`config.mk`:
```
export PLATFORM = sky130hd
export DESIGN_NAME = alu_arbiter
export DESIGN_NICKNAME = d
export VERILOG_FILES = /design/src/rtl/alu_arbiter.sv
export SDC_FILE = /design/constraint.sdc
export NUM_CORES = 1
export LEC_CHECK = 0
export ABC_AREA = 1
export CORE_MARGIN = 5
export CORE_UTILIZATION = 40
export DETAILED_ROUTE_END_ITERATION = 6
export GPL_TIMING_DRIVEN = 0
export PLACE_DENSITY = 0.8
export SETUP_SLACK_MARGIN = 0.02
export SYNTH_ARGS = -nofsm -noshare
export SYNTH_HDL_FRONTEND = slang
export SYNTH_SLANG_ARGS = --single-unit
```
`constraint.sdc`:
```
create_clock -name clk -period 2.7 [get_ports clk]
set_clock_uncertainty 0.15 [all_clocks]
set_input_delay 0.27 -clock clk [delete_from_list [all_inputs] [get_ports clk]]
set_output_delay 0.27 -clock clk [all_outputs]
set_load 0.03 [all_outputs]
```
`src/rtl/alu_arbiter.sv`:
```
`timescale 1ns/1ps
`default_nettype none
// +--------------------------------------------------------------------------+
// | Module      : alu_arbiter                                                |
// | Description : Round-robin sharing of one combinational ALU between the   |
// |               execute stage (port 0) and the address unit (port 1), with |
// |               operand latching, registered result and the flags register.|
// | Revision    : 1.0 - initial release                                      |
// +--------------------------------------------------------------------------+
module alu_arbiter #(
  parameter int DATA_W = 8,
  parameter int OP_W   = 4,
  parameter int FLAG_W = 8
) (
  input  logic              clk,
  input  logic              rst_n,
  input  logic              req0_valid,
  output logic              req0_ready,
  input  logic [DATA_W-1:0] req0_a,
  input  logic [DATA_W-1:0] req0_b,
  input  logic [OP_W-1:0]   req0_op,
  input  logic              req0_upd_flags,
  input  logic              req1_valid,
  output logic              req1_ready,
  input  logic [DATA_W-1:0] req1_a,
  input  logic [DATA_W-1:0] req1_b,
  input  logic [OP_W-1:0]   req1_op,
  output logic              rsp0_valid,
  output logic              rsp1_valid,
  input  logic              rsp0_ready,
  input  logic              rsp1_ready,
  output logic [DATA_W-1:0] rsp_c,
  output logic [FLAG_W-1:0] rsp_flags,
  output logic [DATA_W-1:0] alu_a,
  output logic [DATA_W-1:0] alu_b,
  output logic [OP_W-1:0]   alu_op,
  output logic [FLAG_W-1:0] alu_cpu_flags,
  input  logic [DATA_W-1:0] alu_c,
  input  logic [FLAG_W-1:0] alu_flags,
  input  logic              flags_wr_en,
  input  logic [FLAG_W-1:0] flags_wr_data,
  output logic [FLAG_W-1:0] flags_q
);

  localparam logic [1:0] C_IDLE = 2'd0;
  localparam logic [1:0] C_EXEC = 2'd1;
  localparam logic [1:0] C_RESP = 2'd2;

  logic [1:0]        state_q,      state_d;
  logic              last_grant_q, last_grant_d;
  logic              id_q,         id_d;
  logic              upd_q,        upd_d;
  logic [DATA_W-1:0] a_q,          a_d;
  logic [DATA_W-1:0] b_q,          b_d;
  logic [OP_W-1:0]   op_q,         op_d;
  logic [DATA_W-1:0] rsp_c_q,      rsp_c_d;
  logic [FLAG_W-1:0] rsp_flags_q,  rsp_flags_d;
  logic [FLAG_W-1:0] flags_d;

  logic w_idle;
  logic w_grant0;
  logic w_grant1;
  logic w_hs0;
  logic w_hs1;
  logic w_rsp_hs;

  // On contention the port that did not win last time is served.
  assign w_idle   = (state_q == C_IDLE);
  assign w_grant0 = req0_valid & (~req1_valid | last_grant_q);
  assign w_grant1 = req1_valid & (~req0_valid | ~last_grant_q);

  // Readies are gated by rst_n so nothing is offered while reset is held.
  assign req0_ready = rst_n & w_idle & w_grant0;
  assign req1_ready = rst_n & w_idle & w_grant1;
  assign w_hs0      = req0_valid & req0_ready;
  assign w_hs1      = req1_valid & req1_ready;

  assign rsp0_valid = (state_q == C_RESP) & ~id_q;
  assign rsp1_valid = (state_q == C_RESP) &  id_q;
  assign w_rsp_hs   = id_q ? rsp1_ready : rsp0_ready;

  assign rsp_c         = rsp_c_q;
  assign rsp_flags     = rsp_flags_q;
  assign alu_a         = a_q;
  assign alu_b         = b_q;
  assign alu_op        = op_q;
  assign alu_cpu_flags = flags_q;

  always_comb begin
    state_d      = state_q;
    last_grant_d = last_grant_q;
    id_d         = id_q;
    upd_d        = upd_q;
    a_d          = a_q;
    b_d          = b_q;
    op_d         = op_q;
    rsp_c_d      = rsp_c_q;
    rsp_flags_d  = rsp_flags_q;
    flags_d      = flags_q;

    case (state_q)
      C_IDLE: begin
        if (w_hs0) begin
          a_d     = req0_a;
          b_d     = req0_b;
          op_d    = req0_op;
          upd_d   = req0_upd_flags;
          id_d    = 1'b0;
          state_d = C_EXEC;
        end else if (w_hs1) begin
          a_d     = req1_a;
          b_d     = req1_b;
          op_d    = req1_op;
          upd_d   = 1'b0;
          id_d    = 1'b1;
          state_d = C_EXEC;
        end
      end
      C_EXEC: begin
        rsp_c_d      = alu_c;
        rsp_flags_d  = alu_flags;
        last_grant_d = id_q;
        if (upd_q) begin
          flags_d = alu_flags;
        end
        state_d = C_RESP;
      end
      C_RESP: begin
        if (w_rsp_hs) begin
          state_d = C_IDLE;
        end
      end
      default: begin
        state_d = C_IDLE;
      end
    endcase

    // A direct flags write overrides any ALU flag update in the same cycle.
    if (flags_wr_en) begin
      flags_d = flags_wr_data;
    end
  end

  always_ff @(posedge clk or negedge rst_n) begin
    if (!rst_n) begin
      state_q      <= C_IDLE;
      last_grant_q <= 1'b1;
      id_q         <= 1'b0;
      upd_q        <= 1'b0;
      a_q          <= '0;
      b_q          <= '0;
      op_q         <= '0;
      rsp_c_q      <= '0;
      rsp_flags_q  <= '0;
      flags_q      <= '0;
    end else begin
      state_q      <= state_d;
      last_grant_q <= last_grant_d;
      id_q         <= id_d;
      upd_q        <= upd_d;
      a_q          <= a_d;
      b_q          <= b_d;
      op_q         <= op_d;
      rsp_c_q      <= rsp_c_d;
      rsp_flags_q  <= rsp_flags_d;
      flags_q      <= flags_d;
    end
  end

endmodule
`default_nettype wire

```
==> results.tsv, run 1 <==
stage	metric	value	unit
route	iteration-0 DRC count of the detailed router	103	
synthesis	synthesized net count	410	
synthesis	number of flip-flops and latches in the synthesized netlist	49	
final_layout	antenna diode count	0	
floorplanning	starting utilization of the core area	0.4042	
power_and_ir_drop	total power consumption of the routed design	3.721	mW
timing	TNS Setup	0	ns
setup_path	path type of the worst setup path	register to output port	
route	detailed-route vias per instance	4.675	
global_routing	number of antenna violations at the first check in global routing	0	
min_path	Worst Min Path Start	rsp_flags[7]	
synthesis	library cell with the largest summed area after synthesis	dfrtp_1	
setup_path	origin of the critical flop-to-flop path	last_grant_q	
clocking	latest clock arrival within the worst-skew pair	0.29	ns
clocking	post-CTS clock slew at the launch and capture registers of the worst setup and hold paths	0.09	ns
placed_design	Place WS	-0.1376	ns
flow_run	Max Cap Violations	0	
route	total via count after detailed routing	2590	
synthesis	most repeated cell in the gate-level netlist after synthesis	nand2_1	
setup_path	CP peak stage delay	0.66	ns
clocking	maximum number of buffers from clock root to sink	2	
final_layout	fraction of final layout cells sized beyond drive strength 1	0.1048	
clocking	number of sinks on the clock net	49	
placed_design	input/output buffers	127	
final_layout	area added between synthesis and finish	59.77	%
floorplanning	number of top-level design ports	128	
timing	highest attainable clock frequency	0.4034	GHz
synthesis	Async SR Flop Fraction	1.000	
route	antenna violation net count after detailed routing	0	
setup_path	arrival time of data at the critical path endpoint	2.06	ns
setup_path	highest net fanout along the worst path	10	
synthesis	synthesized area	2522	um^2
timing	final critical-path setup slack	0.2213	ns
floorplanning	overall die width	89.41	um
timing	worst slew slack as a fraction of its limit	0.2732	
min_path	destination of the worst hold path	rsp_flags[7]	
synthesis	ys flop type	dfrtp_1	
timing	endpoints failing setup	0	
clocking	number of buffers created by CTS	5	
timing	shortest period the worst path allows	2.479	ns
placed_design	weighted congestion at the end of routability-driven global placement	0.7896	
synthesis	total number of yosys warnings	0	
min_path	worst min-delay path category	register to register	
route	Detailed Route WL	7280	um
floorplanning	die area	7994	um^2
power_and_ir_drop	leakage power total	2.089	nW
global_routing	global routing usage on met1	0.2209	
synthesis	fraction of synthesized cell area taken by the top area cell type	0.4762	
setup_path	setup slack on the worst flop-to-flop path	1.15	ns
global_routing	largest net degree at the start of global routing	27	
global_routing	GR met2 Demand/Resource	0.3369	
timing	period utilization	0.9180	
final_layout	Net count, final	548	
synthesis	Syn Area/Cell	7.463	um^2
synthesis	Syn Inst Count	338	
global_routing	met3 demand-to-capacity share in global routing	0.05346	
global_routing	remaining global-route overflow	0	
setup_path	CP cell instances	inv_2 -> nand2_2 -> nor2_4 -> nand3_2 -> buf_2 -> inv_1 -> clkdlybuf4s50_1	
route	first drt pass iteration count	4	
route	routed length per instance	13.14	um
floorplanning	overall die height	89.41	um
setup_path	required time worst endpoint	2.28	ns
timing	worst-case hold slack	0.3316	ns
synthesis	cell types with the largest area share after synthesis	dfrtp_1 (48%), nand2_1 (18%), nand3_1 (14%)	
timing	Slew @ Worst Pin	1.087	ns
placed_design	final HPWL from detailed placement	5656	um
power_and_ir_drop	Power Dens Cells	923.2	nW/um^2
clocking	Root Buffer	clkbuf_8	
global_routing	global router's overall resource usage	0.1876	
clocking	deepest level of the CTS H-tree	2	
floorplanning	number of placement rows	29	
floorplanning	core region area	6241	um^2
setup_path	RR Endpoint	alu_a[4]	
global_routing	vias in the first global route	2577	
power_and_ir_drop	Worst IR Drop VDD	0.0005455	V
setup_path	endpoint class of the critical path	output port	
timing	final hold violation count	0	
global_routing	global routing's busiest layer	met2	
route	post-detailed-route DRC marker count	0	
final_layout	final core utilization	0.6458	
min_path	hold path depth	2	
timing	Final Max Slew Viols	0	
synthesis	sequential share of the synthesized area	0.4866	
run_status	status	complete, no violations	
synthesis	number of enable flip-flop cells after synthesis	0	
synthesis	ranking of synthesized cells by instance count	nand2_1 (121), nand3_1 (69), dfrtp_1 (48), inv_1 (48), buf_2 (13)	
setup_path	type of origin of the critical path	register	
global_routing	wire length of the first global-routing pass	11740	um
timing	RSZ-0062 raised after global routing	no	
clocking	CTS tree	done	
setup_path	logic depth of the worst register-to-register path	8	
setup_path	CP max stage cell	clkdlybuf4s50_1	
synthesis	Yosys cell types	17	
==> how the worst max path moves through the flow <==
| stage | startpoint | endpoint | slack [ns] | cells past startpoint |
|---|---|---|---|---|
| after global placement | rst_n | req1_ready | -1.73 | 7 |
| final | state_q[1] | req1_ready | 0.22 | 7 |
| after floorplan | state_q[1] | req1_ready | 1.18 | 6 |
| after detailed placement | rst_n | req1_ready | -0.14 | 8 |
| after global routing | state_q[1] | req1_ready | 0.06 | 7 |
| after CTS | state_q[1] | req1_ready | 0.19 | 7 |
==> logic make-up (layout without fill, tap and decap cells) <==
logic type,after synthesis,after routing,share of synthesized area
AO/OA/AOI/OAI,9,9,0.02232
buffers and inverters,79,218,0.1434
flip-flops,49,49,0.4866
AND/OR/NAND/NOR,201,201,0.3477
==> final cells by class <==
cell class	instances	area [um^2]
fill	556	2211
timing repair buffer	131	1329
sequential	49	1227
multi-input combinational	210	933.4
inverter	54	202.7
buffer	25	158.9
tap	77	96.34
clock buffer	6	72.57
clock inverter	2	10.01
==> power by group <==
| group | internal [mW] | switching (mW) |
|---|---|---|
| clock network | 0.180 | 0.236 |
| registers | 1.04 | 0.177 |
| logic | 0.867 | 1.22 |
| total | 2.09 | 1.63 |
==> through the flow <==
stage               cells  cell area, um^2
floorplan             338             2522
global placement      542             3890
detailed placement    543             3905
CTS                   554             4030
global route          554             4030
finish                554             4030
==> repair_timing <==
item / CTS / global route
endpoints found under the setup margin: 1 / 0
buffers inserted: 0 / 0
resized for setup: 1 / 0
hold buffers: 3 / 0
endpoints found under the hold margin: 23 / 0
==> worst max-delay path: cells and delay by family, from the launching register on <==
family,cells,cell delay (ns)
buf+inv,4,1.02
flops,1,0.42
simple gates,3,0.32
==> routing by layer <==
metal / wire, um / share of wire
met5: 0 / 0
met4: 58 / 0.0080
met3: 592 / 0.081
met2: 3709 / 0.51
met1: 2919 / 0.40
==> cell usage in the layout, fill, tap and decap left out, types with 4 or more instances in the layout <==
master	n
clkbuf_8	5
buf_4	12
nand2_1	121
clkdlybuf4s50_1	126
buf_2	13
nor2_1	4
nand3_1	69
o21ai_0	8
inv_1	48
inv_2	6
dfrtp_1	48
==> sequential cells by signal, indices dropped and copies added, names as in the netlist <==
name           cells
alu_op             4
alu_cpu_flags      8
upd_q              1
rsp_c              8
alu_a              8
id_q               1
state_q            2
alu_b              8
last_grant_q       1
rsp_flags          8
Note: power is estimated with default switching activity, not from simulation.
==> run 2, diff against run 1 <==
--- a/config.mk
+++ b/config.mk
@@ -12,6 +12,7 @@
 export GPL_TIMING_DRIVEN = 0
 export PLACE_DENSITY = 0.8
 export SETUP_SLACK_MARGIN = 0.02
+export SKIP_CTS_REPAIR_TIMING = 1
 export SYNTH_ARGS = -nofsm -noshare
 export SYNTH_HDL_FRONTEND = slang
 export SYNTH_SLANG_ARGS = --single-unit
==> run 2 against run 1 <==
  * Via count up 0.62%
  * Clock power about the same
  * Clock-buffer cell count unchanged
  * Sequential power about the same
  * Sequential share of layout area down 0.33 points
  * Global-route usage down 0.38 points
  * Utilization up 0.70 points
  * Critical path depth unchanged
  * Worst setup slack better by 0.00052 ns
  * First-iteration DRC count down 0.97%
  * Worst hold slack about the same
==> results.tsv, run 2 (synthesized netlist as in run 1, its figures left out) <==
stage	metric	value	unit
timing	period utilization	0.9178	
clocking	Root Buffer	clkbuf_8	
global_routing	number of antenna violations at the first check in global routing	0	
timing	highest attainable clock frequency	0.4035	GHz
floorplanning	number of top-level design ports	128	
global_routing	wire length of the first global-routing pass	11550	um
timing	Final Max Slew Viols	0	
global_routing	global router's overall resource usage	0.1837	
min_path	worst min-delay path category	register to register	
floorplanning	core region area	6241	um^2
setup_path	CP cell instances	inv_2 -> nand2_2 -> nor2_4 -> nand3_2 -> buf_2 -> inv_1 -> clkdlybuf4s50_1	
global_routing	remaining global-route overflow	0	
route	first drt pass iteration count	4	
setup_path	path type of the worst setup path	register to output port	
clocking	number of sinks on the clock net	49	
placed_design	cell total after placement	543	
clocking	number of buffers created by CTS	5	
timing	TNS Setup	0	ns
floorplanning	overall die height	89.41	um
timing	final hold violation count	0	
timing	shortest period the worst path allows	2.478	ns
route	antenna violation net count after detailed routing	0	
final_layout	fraction of final layout cells sized beyond drive strength 1	0.1086	
setup_path	highest net fanout along the worst path	10	
setup_path	endpoint class of the critical path	output port	
power_and_ir_drop	Worst IR Drop VDD	0.0005457	V
setup_path	CP peak stage delay	0.66	ns
setup_path	origin of the critical flop-to-flop path	last_grant_q	
setup_path	required time worst endpoint	2.28	ns
placed_design	Placed Area	3905	um^2
floorplanning	overall die width	89.41	um
global_routing	vias in the first global route	2565	
timing	worst slew slack as a fraction of its limit	0.7710	
setup_path	cell family with most CP delay	buffers and inverters	
setup_path	RR Endpoint	alu_a[4]	
clocking	maximum number of buffers from clock root to sink	2	
run_status	status	complete, no violations	
power_and_ir_drop	Power Dens Cells	917.1	nW/um^2
placed_design	Place WS	-0.1376	ns
min_path	hold path depth	2	
clocking	CTS tree	done	
setup_path	CP max stage cell	clkdlybuf4s50_1	
final_layout	Net count, final	550	
clocking	deepest level of the CTS H-tree	2	
timing	RSZ-0062 raised after global routing	no	
setup_path	setup slack on the worst flop-to-flop path	1.15	ns
global_routing	largest net degree at the start of global routing	29	
min_path	destination of the worst hold path	rsp_flags[7]	
clocking	latest clock arrival within the worst-skew pair	0.29	ns
route	total via count after detailed routing	2606	
clocking	post-CTS clock slew at the launch and capture registers of the worst setup and hold paths	0.09	ns
flow_run	Max Cap Violations	0	
route	Detailed Route WL	7570	um
final_layout	filler cell count	548	
timing	Slew @ Worst Pin	0.3425	ns
final_layout	Cell Count, Final, Fillers Out	556	
route	post-detailed-route DRC marker count	0	
placed_design	final HPWL from detailed placement	5656	um
final_layout	post-layout instance area	4074	um^2
route	routed length per instance	13.62	um
final_layout	leading cell types in the layout, fill and taps excluded	clkdlybuf4s50_1 (126), nand2_1 (121), nand3_1 (69)	
placed_design	input/output buffers	127	
floorplanning	starting utilization of the core area	0.4042	
setup_path	arrival time of data at the critical path endpoint	2.06	ns
min_path	Worst Min Path Start	rsp_flags[7]	
floorplanning	die area	7994	um^2
timing	final critical-path setup slack	0.2219	ns
setup_path	logic depth of the worst register-to-register path	8	
route	detailed-route vias per instance	4.687	
setup_path	type of origin of the critical path	register	
power_and_ir_drop	leakage power total	2.109	nW
final_layout	area added between synthesis and finish	61.51	%
setup_path	worst path bufs/invs	4	
floorplanning	number of placement rows	29	
route	iteration-0 DRC count of the detailed router	102	
final_layout	most common cell after layout, fill and taps aside	clkdlybuf4s50_1	
timing	endpoints failing setup	0	
final_layout	antenna diode count	0	
placed_design	weighted congestion at the end of routability-driven global placement	0.7896	
[run 2: cell count changes in the layout (fill, tap and decap cells not counted)]
cell | before | now
buf_12 | 2 | 4
buf_4 | 12 | 11
buf_6 | 1 | 2
[run 2: layout make-up]
type	count	area, um^2	area share
tap	77	96.34	0.02365
inverter	54	202.7	0.04975
clock buffer	6	72.57	0.01781
multi-input combinational	210	933.4	0.2291
timing repair buffer	133	1373	0.3369
clock inverter	2	10.01	0.002457
sequential	49	1227	0.3013
buffer	25	158.9	0.03900
[run 2: per-layer routing]
metal  global-route usage  vias to the layer above  wire (um)
li1                     -                     1301          -
met1               0.2146                     1197       2931
met2               0.3309                       98       3884
met3              0.05346                       10        641
met4              0.04330                        0        112
met5                    0                        -          0
[run 2: tightest hold or removal path, stage by stage, from the launching register on]
cell and delay, ns:
dfrtp_1 0.35, nand2_1 0.05, nand2_1 0.05
[run 2: power by group]
part	leakage (nW)	total (mW)	internal (mW)	switching, mW
sequential	0.606	1.22	1.04	0.179
clock	0.0450	0.418	0.180	0.238
combinational	1.46	2.10	0.873	1.22
total	2.11	3.74	2.10	1.64
[run 2: worst max-delay path by stage]
| stage | from | to | slack [ns] | cells after the start |
|---|---|---|---|---|
| 3_5_place_dp | rst_n | req1_ready | -0.14 | 8 |
| 3_3_place_gp | rst_n | req1_ready | -1.73 | 7 |
| 5_1_grt | state_q[1] | req1_ready | 0.06 | 7 |
| 2_1_floorplan | state_q[1] | req1_ready | 1.18 | 6 |
| 6_report | state_q[1] | req1_ready | 0.22 | 7 |
| 4_1_cts | rst_n | req1_ready | -0.13 | 8 |
[run 2: per-stage QoR]
step | util | hold slack, ns | power, mW
after floorplan | - | -0.1756 | 2.411
after global placement | 0.6233 | 0.3022 | 3.282
after detailed placement | 0.6257 | 0.1560 | 3.331
after CTS | 0.6389 | -0.1729 | 3.752
after global routing | 0.6528 | 0.3450 | 3.989
final | 0.6528 | 0.3315 | 3.736
